`config.mk`:
```
export PLATFORM = sky130hd
export DESIGN_NAME = od_button_debouncer
export DESIGN_NICKNAME = d
export VERILOG_FILES = /design/src/rtl/od_io_pkg.sv /design/src/rtl/sync_2ff.sv /design/src/rtl/od_button_debouncer.sv
export SDC_FILE = /design/constraint.sdc
export NUM_CORES = 1
export LEC_CHECK = 0
export CORE_MARGIN = 2
export CORE_UTILIZATION = 45
export DETAILED_ROUTE_END_ITERATION = 7
export PLACE_DENSITY_LB_ADDON = 0.1
export SYNTH_ARGS = -nofsm -noshare
export SYNTH_HDL_FRONTEND = slang
export SYNTH_SLANG_ARGS = --single-unit
```
`constraint.sdc`:
```
create_clock -name CLK -period 2.75 [get_ports CLK]
set_input_delay 0.4125 -clock CLK [delete_from_list [all_inputs] [get_ports CLK]]
set_output_delay 0.4125 -clock CLK [all_outputs]
set_load 0.01 [all_outputs]
```
`src/rtl/od_io_pkg.sv`:
```
// Shared definitions for the open-drain pin I/O blocks: button debouncer state
// encoding and board-level timing defaults.
package od_io_pkg;

    typedef enum logic [1:0] {
        StReleased   = 2'd0,
        StPressChk   = 2'd1,
        StHeld       = 2'd2,
        StReleaseChk = 2'd3
    } btn_state_t;

    localparam int unsigned CLK_HZ      = 12000000;
    localparam int unsigned DEBOUNCE_MS = 10;
    localparam int unsigned LONG_MS     = 1000;

endpackage

```
`src/rtl/sync_2ff.sv`:
```
// Two-flop synchroniser for a single asynchronous input bit.
module sync_2ff #(
    parameter logic RESET_VAL = 1'b1
) (
    input  logic clk,
    input  logic rst,
    input  logic d,
    output logic q
);

    logic meta_q;

    always_ff @(posedge clk or posedge rst) begin
        if (rst) begin
            meta_q <= RESET_VAL;
            q      <= RESET_VAL;
        end else begin
            meta_q <= d;
            q      <= meta_q;
        end
    end

endmodule

```
`src/rtl/od_button_debouncer.sv`:
```
// Debounces an active-low open-drain button input and produces a clean level,
// press/release/long-press pulses and an LED open-drain enable.
module od_button_debouncer
    import od_io_pkg::*;
#(
    parameter int unsigned DEBOUNCE_CYCLES = CLK_HZ / 1000 * DEBOUNCE_MS,
    parameter int unsigned LONG_CYCLES     = CLK_HZ / 1000 * LONG_MS,
    parameter int unsigned CNT_W           = $clog2(LONG_CYCLES + 1)
) (
    input  logic CLK,
    input  logic RST,
    input  logic button_n,
    output logic pressed,
    output logic press_pulse,
    output logic release_pulse,
    output logic long_pulse,
    output logic led_oe
);

    localparam logic [CNT_W-1:0] DEB_LAST  = CNT_W'(DEBOUNCE_CYCLES - 1);
    localparam logic [CNT_W-1:0] LONG_LAST = CNT_W'(LONG_CYCLES - 1);
    localparam logic [CNT_W-1:0] LONG_MAX  = CNT_W'(LONG_CYCLES);
    localparam logic [CNT_W-1:0] CNT_ONE   = CNT_W'(1);

    logic             s;
    btn_state_t       state;
    logic [CNT_W-1:0] cnt;
    logic             fired;
    logic             press_evt;
    logic             rel_evt;
    logic             long_evt;

    sync_2ff #(
        .RESET_VAL (1'b1)
    ) u_sync (
        .clk (CLK),
        .rst (RST),
        .d   (button_n),
        .q   (s)
    );

    // Events are flagged on the transition edge and presented one cycle later
    // together with the level, so pressed and its pulses always line up.
    always_ff @(posedge CLK or posedge RST) begin
        if (RST) begin
            state         <= StReleased;
            cnt           <= '0;
            fired         <= 1'b0;
            press_evt     <= 1'b0;
            rel_evt       <= 1'b0;
            long_evt      <= 1'b0;
            pressed       <= 1'b0;
            led_oe        <= 1'b0;
            press_pulse   <= 1'b0;
            release_pulse <= 1'b0;
            long_pulse    <= 1'b0;
        end else begin
            press_evt     <= 1'b0;
            rel_evt       <= 1'b0;
            long_evt      <= 1'b0;
            pressed       <= (state == StHeld) || (state == StReleaseChk);
            led_oe        <= (state == StHeld) || (state == StReleaseChk);
            press_pulse   <= press_evt;
            release_pulse <= rel_evt;
            long_pulse    <= long_evt;

            unique case (state)
                StReleased: begin
                    fired <= 1'b0;
                    if (!s) begin
                        state <= StPressChk;
                        cnt   <= CNT_ONE;
                    end else begin
                        cnt <= '0;
                    end
                end
                StPressChk: begin
                    if (s) begin
                        state <= StReleased;
                        cnt   <= '0;
                    end else if (cnt == DEB_LAST) begin
                        state     <= StHeld;
                        cnt       <= '0;
                        press_evt <= 1'b1;
                    end else begin
                        cnt <= cnt + CNT_ONE;
                    end
                end
                StHeld: begin
                    if (s) begin
                        state <= StReleaseChk;
                        cnt   <= CNT_ONE;
                    end else begin
                        if (cnt != LONG_MAX) begin
                            cnt <= cnt + CNT_ONE;
                        end
                        // fired survives release glitches so one hold gives one long_pulse
                        if (cnt == LONG_LAST && !fired) begin
                            long_evt <= 1'b1;
                            fired    <= 1'b1;
                        end
                    end
                end
                StReleaseChk: begin
                    if (!s) begin
                        state <= StHeld;
                        cnt   <= '0;
                    end else if (cnt == DEB_LAST) begin
                        state   <= StReleased;
                        cnt     <= '0;
                        rel_evt <= 1'b1;
                    end else begin
                        cnt <= cnt + CNT_ONE;
                    end
                end
                default: begin
                    state <= StReleased;
                    cnt   <= '0;
                end
            endcase
        end
    end

endmodule

```
Yosys cells after proc, flatten, opt, wreduce, memory -nomap -nowiden

Index checks and enable logic that the tools add are counted.

Bits in registers: 36

$add $sub $neg: 1
Equality and inequality tests: 13
Multiplexer cells: 25
Reductions and logical operators: 7

Operators by type and width:

| cell                                                                    | count |
|---|---|
| 24-bit two-way mux                                                      | 5 |
| 24-bit one-hot mux with 4 select lines                                  | 1 |
| 24-bit by 1-bit adder with 24-bit output, second input constant         | 1 |
| 24-bit by 17-bit equality test with 1-bit output, second input constant | 1 |
| 24-bit equality test, second input constant                             | 1 |
| 24-bit != test, second input constant                                   | 1 |
| 2-bit two-way mux                                                       | 6 |
| 1-bit two-way mux                                                       | 11 |
| 2-bit one-hot mux with 4 select lines                                   | 1 |
| 2-bit equality test, second input constant                              | 2 |
| 2-bit by 1-bit != test with 1-bit output, second input constant         | 2 |
| 2-bit != test, second input constant                                    | 2 |
| 4-bit AND reduction                                                     | 1 |
| 3-bit by 1-bit != test with 1-bit output, second input constant         | 1 |
| 3-bit by 2-bit != test with 1-bit output, second input constant         | 1 |
| 3-bit != test, second input constant                                    | 1 |
| 3-bit AND reduction                                                     | 1 |
| 2-bit by 1-bit equality test with 1-bit output, second input constant   | 1 |
| 2-bit zero test                                                         | 1 |
| 1-bit one-hot mux with 2 select lines                                   | 1 |
| 2-bit nonzero test                                                      | 1 |
| 1-bit logical AND                                                       | 1 |
| 1-bit zero test                                                         | 1 |
| 1-bit logical OR                                                        | 1 |

Longest topological paths before layout

Word-level depth: 5
Mapped depth: 7

Modules after synthesis

Synthesis repeated with hierarchy kept, for this count alone.

Cell total of the unflattened synthesis: 175
Area total of the unflattened synthesis: 1776.7 um2

Modules (own cells, without submodules):

| module              | seq. area each (um2) | area each (um2) | times used | cells each |
|---|---|---|---|---|
| od_button_debouncer | 850.8                | 1720.4          | 1          | 172 |
| sync_2ff            | 52.6                 | 56.3            | 1          | 3 |

Least setup slack after synthesis

Ideal clock, no wire load.

Path type: register to register
From: register cnt[0]
To: register cnt[10]
Cell stages (with the launch flop): 8
Required time: 2.631 ns
Arrival: 1.765 ns
Path buffers: 1
Path slack: 0.866 ns
Setup time: 0.119 ns
Cell sequence: dfrtp_1 > ha_1 > nand2_1 > or2_4 > or3_4 > a31oi_4 > buf_6 > nor2_1

Cells in the longest elaborated chain, start to end: 4
Elaborated cells between the ends (all ways): 10
Classes of those cells: add/sub: 1; eq/ne: 3; mux: 6

Ends and longest elaborated chain:

| element                                                                                                             | RTL line                                                                         | text |
|---|---|---|
| start, declared                                                                                                     | od_button_debouncer.sv:27                                                        | `logic [CNT_W-1:0] cnt;` |
| start signal, assigned                                                                                              | od_button_debouncer.sv:86                                                        | `cnt <= cnt + CNT_ONE;` |
| start signal, assigned                                                                                              | od_button_debouncer.sv:95                                                        | `cnt <= cnt + CNT_ONE;` |
| start signal, assigned                                                                                              | od_button_debouncer.sv:113                                                       | `cnt <= cnt + CNT_ONE;` |
| 24-bit by 1-bit adder with 24-bit output / 24-bit by 17-bit equality test with 1-bit output (equally long branches) | -                                                                                |  |
| 24-bit two-way mux (on tied branches)                                                                               | od_button_debouncer.sv:81, od_button_debouncer.sv:108, od_button_debouncer.sv:94 |  |
| 24-bit two-way mux (on tied branches)                                                                               | od_button_debouncer.sv:105, od_button_debouncer.sv:78, od_button_debouncer.sv:90 |  |
| 24-bit one-hot mux with 4 select lines                                                                              | od_button_debouncer.sv:67                                                        | `unique case (state)` |

Several ways; a longest one is shown, not always the timed one. The select of a mux whose other input is x is not followed.
A chain may end at the register's enable or synchronous reset.

Worst setup path in the final report

From: register cnt[0]
To: register cnt[11]

The elaborated chain is that of the path after synthesis.

==> run summary <==
### Critical path
• flop — capturing element type of the critical path
• 23 — largest fanout on the critical path
• cnt[0] — startpoint of the worst-slack reg-to-reg timing path
• flop to flop — category of the most critical setup path
• 2420 ps — data arrival at the endpoint of the critical path
• cnt[0] — origin of the worst setup path
• flop — critical path launch point type
• 2890 ps — WP data required

### GRT
• 20.9% — global-route track usage on met1
• 17.4% — total global-route track usage
• 37 — largest net degree at the start of global routing
• 4.56% — met3 track demand over resource
• 0 — total congestion overflow after global routing
• 1230 — vias in the first global route
• 0 — initial antenna violation count
• met2 — most congested layer reported by global routing
• 28.7% — met2 layer usage reported by global route
• 5690 um — first-pass GRT wire length

### STA
• no — unrepaired setup endpoints after global routing
• 54.9% — max_slew headroom
• 440 MHz — achievable frequency
• 2270 ps — clock period minus final worst setup slack
• 82.6% — post-route fraction of the period consumed by the critical path
• 672 ps — transition at the pin with the smallest max-transition slack
• 0 — number of hold-slack violations in the final timing report
• 0 — final setup violation count
• 2.41 ps — Post-Route Skew
• 0 ps — summed negative setup slack over all endpoints
• 0 — final-report max-slew violation count

### Clock network
• 36 — sink count of the clock tree
• 0 — quantity of gates resized following cts
• done — clock tree from TritonCTS
• 2 — Max clock buf depth
• 0 — CTS Hold Buffers Added
• 0 — total setup buffers inserted after CTS
• 2 — H-tree level count
• clkbuf_8 — CTS root buf
• 70 ps — Reg clk slew, reported paths
• 290 ps — insertion delay of the later-clocked pin in the worst-skew pair
• 5 — TritonCTS Buffers

### Die
• 22 — Core Rows
• 0.00443 mm2 — Die Footprint
• 66.6 um — Vert. Die Dim
• 8 — number of ports placed on the die boundary
• 47.4% — initial core utilization
• 0.00372 mm2 — Core Footprint
• 66.6 um — Chip Width

### Finish
• dfrtp_1 — most frequent standard cell in the layout excluding fill and tap cells
• 11.7% — layout overhead on the synthesized area
• 10.1% — layout cells sized above 1
• 0 — number of diodes added for antenna fixing
• cnt — Most flops, register
• 342 — final-layout fill cell count
• 183 — net total in the final layout
• 24 — flip-flop count of the largest register, all copies and words added
• dfrtp_1, nor2_1, xor2_1, and3_1 — commonest cells after routing, fill and taps aside
• 227 — final std cells w/o fill

### Outcome
• finished clean — outcome

### Synthesis
• 51.3% — part of the Yosys area used for sequential elements
• dfrtp_1 — commonest register cell after synthesis
• 10.4 um2 — mean instance size in the synthesized netlist
• 0.00176 mm2 — synthesized area
• 36 — flip-flop and latch count after synthesis
• 0 — number of warnings reported in the yosys synthesis log
• 0 — number of flops mapped to enable cells by yosys
• 170 — Cells after Synth
• 36 — distinct cell type count after synthesis
• 100% — share of synthesized registers carrying an async set or reset
• 175 — Net Count, Synth

### Hold path
• flop to flop — Hold Crit Class
• long_evt — hold wc startpoint

### Place
• 219 — number of placed instances with taps included
• 2200 um — post-detail-place hpwl
• 7 — PortBufs
• 0.903 — final weighted congestion in routability-driven placement

### Route
• 5.26 — vias per cell
• 3110 um — overall routed net length
• 0 — DRC viols
• 0 — number of nets with antenna violations after detailed routing
• 4 — drt first pass iters
• 13.7 um — WL per Instance
• 1194 — via count
• 49 — number of DRC violations after detailed-routing iteration 0

### Pwr
• 0.000269 V — Worst IR Drop VDD
• 523 mW/mm2 — power density over the cells
• 0.859 nW — leakage power total

### Flow run
• 0 — number of maximum-capacitance constraint violations

-- power by group --
part / internal (mW) / switching, mW
registers: 0.535 / 0.00693
clock network: 0.268 / 0.191
logic: 0.00981 / 0.0198
total: 0.812 / 0.217
-- layout make-up --
class / count / area, um2 / area share, %
Clock buffer: 5 / 68.8 / 3.50
Multi-Input combinational cell: 122 / 793 / 40.3
Tap cell: 48 / 60.1 / 3.05
Inverter: 4 / 15.0 / 0.763
Clock inverter: 3 / 42.5 / 2.16
Timing Repair Buffer: 9 / 85.1 / 4.32
Sequential cell: 36 / 903 / 45.9
-- routing by layer --
metal	wire, um	up-vias
met3	89	8
li1	-	595
met2	1490	13
met1	1460	578
met4	74	0
met5	0	-
-- worst max-delay path, cell delays in order, from the launching register on --
cell and delay, ps:
dfrtp_1 460, ha_1 240, nand2_1 90, or2_4 250, or3_4 390, a31oi_4 550, nor2_1 130
-- synthesized netlist by cell type, types with 2 or more instances --
library cell	count	area, um2
dfrtp_1	34	851
nor2_1	25	93.8
xor2_1	16	140
and3_1	10	62.6
nand2_1	9	33.8
nand3_1	9	45.0
nand4_1	7	43.8
nor3_1	7	35.0
xnor2_1	6	52.6
clkbuf_1	4	15.0
inv_1	4	15.0
a21oi_1	3	15.0
and4_1	3	26.3
mux2i_1	3	30.0
nor4b_1	3	26.3
and2_1	2	12.5
buf_6	2	22.5
dfstp_2	2	52.6
ha_1	2	25.0
nor2b_1	2	12.5
o21a_1	2	15.0
-- final timing paths --
path / to / slack [ps] / depth (start not counted)
min in group asynchronous: long_pulse / 530 / 3
max: cnt[11] / 480 / 6
min: long_pulse / 350 / 0
max in group asynchronous: u_sync.q / 1880 / 3
max reg2reg: cnt[11] / 480 / 6
min reg2reg: long_pulse / 350 / 0
-- per-stage QoR --
stage                     utilization [%]  total power [mW]  hold WS, ps  cell area (um2)  setup WS (ps)
after global routing                 53.0              1.07          360             1970            314
after floorplan                         -             0.574          331             1760            866
after global placement               50.0             0.581          336             1860            545
after detailed placement             50.0             0.583          335             1860            472
final                                53.0              1.03          350             1970            479
after CTS                            53.0              1.05          352             1970            459
-- cells by family (layout without fill, tap and decap cells) --
kind of cell    count (synthesis)  count (layout)  share of synthesized area [%]
compound gates                  8               8                           3.48
xor+xnor                       22              22                           10.9
fa+ha+maj                       2               2                           1.42
buf+inv                        12              21                           3.69
flops                          36              36                           51.3
mux                             3               3                           1.70
simple gates                   87              87                           27.5
No activity file was read; power rests on OpenSTA's default activity.
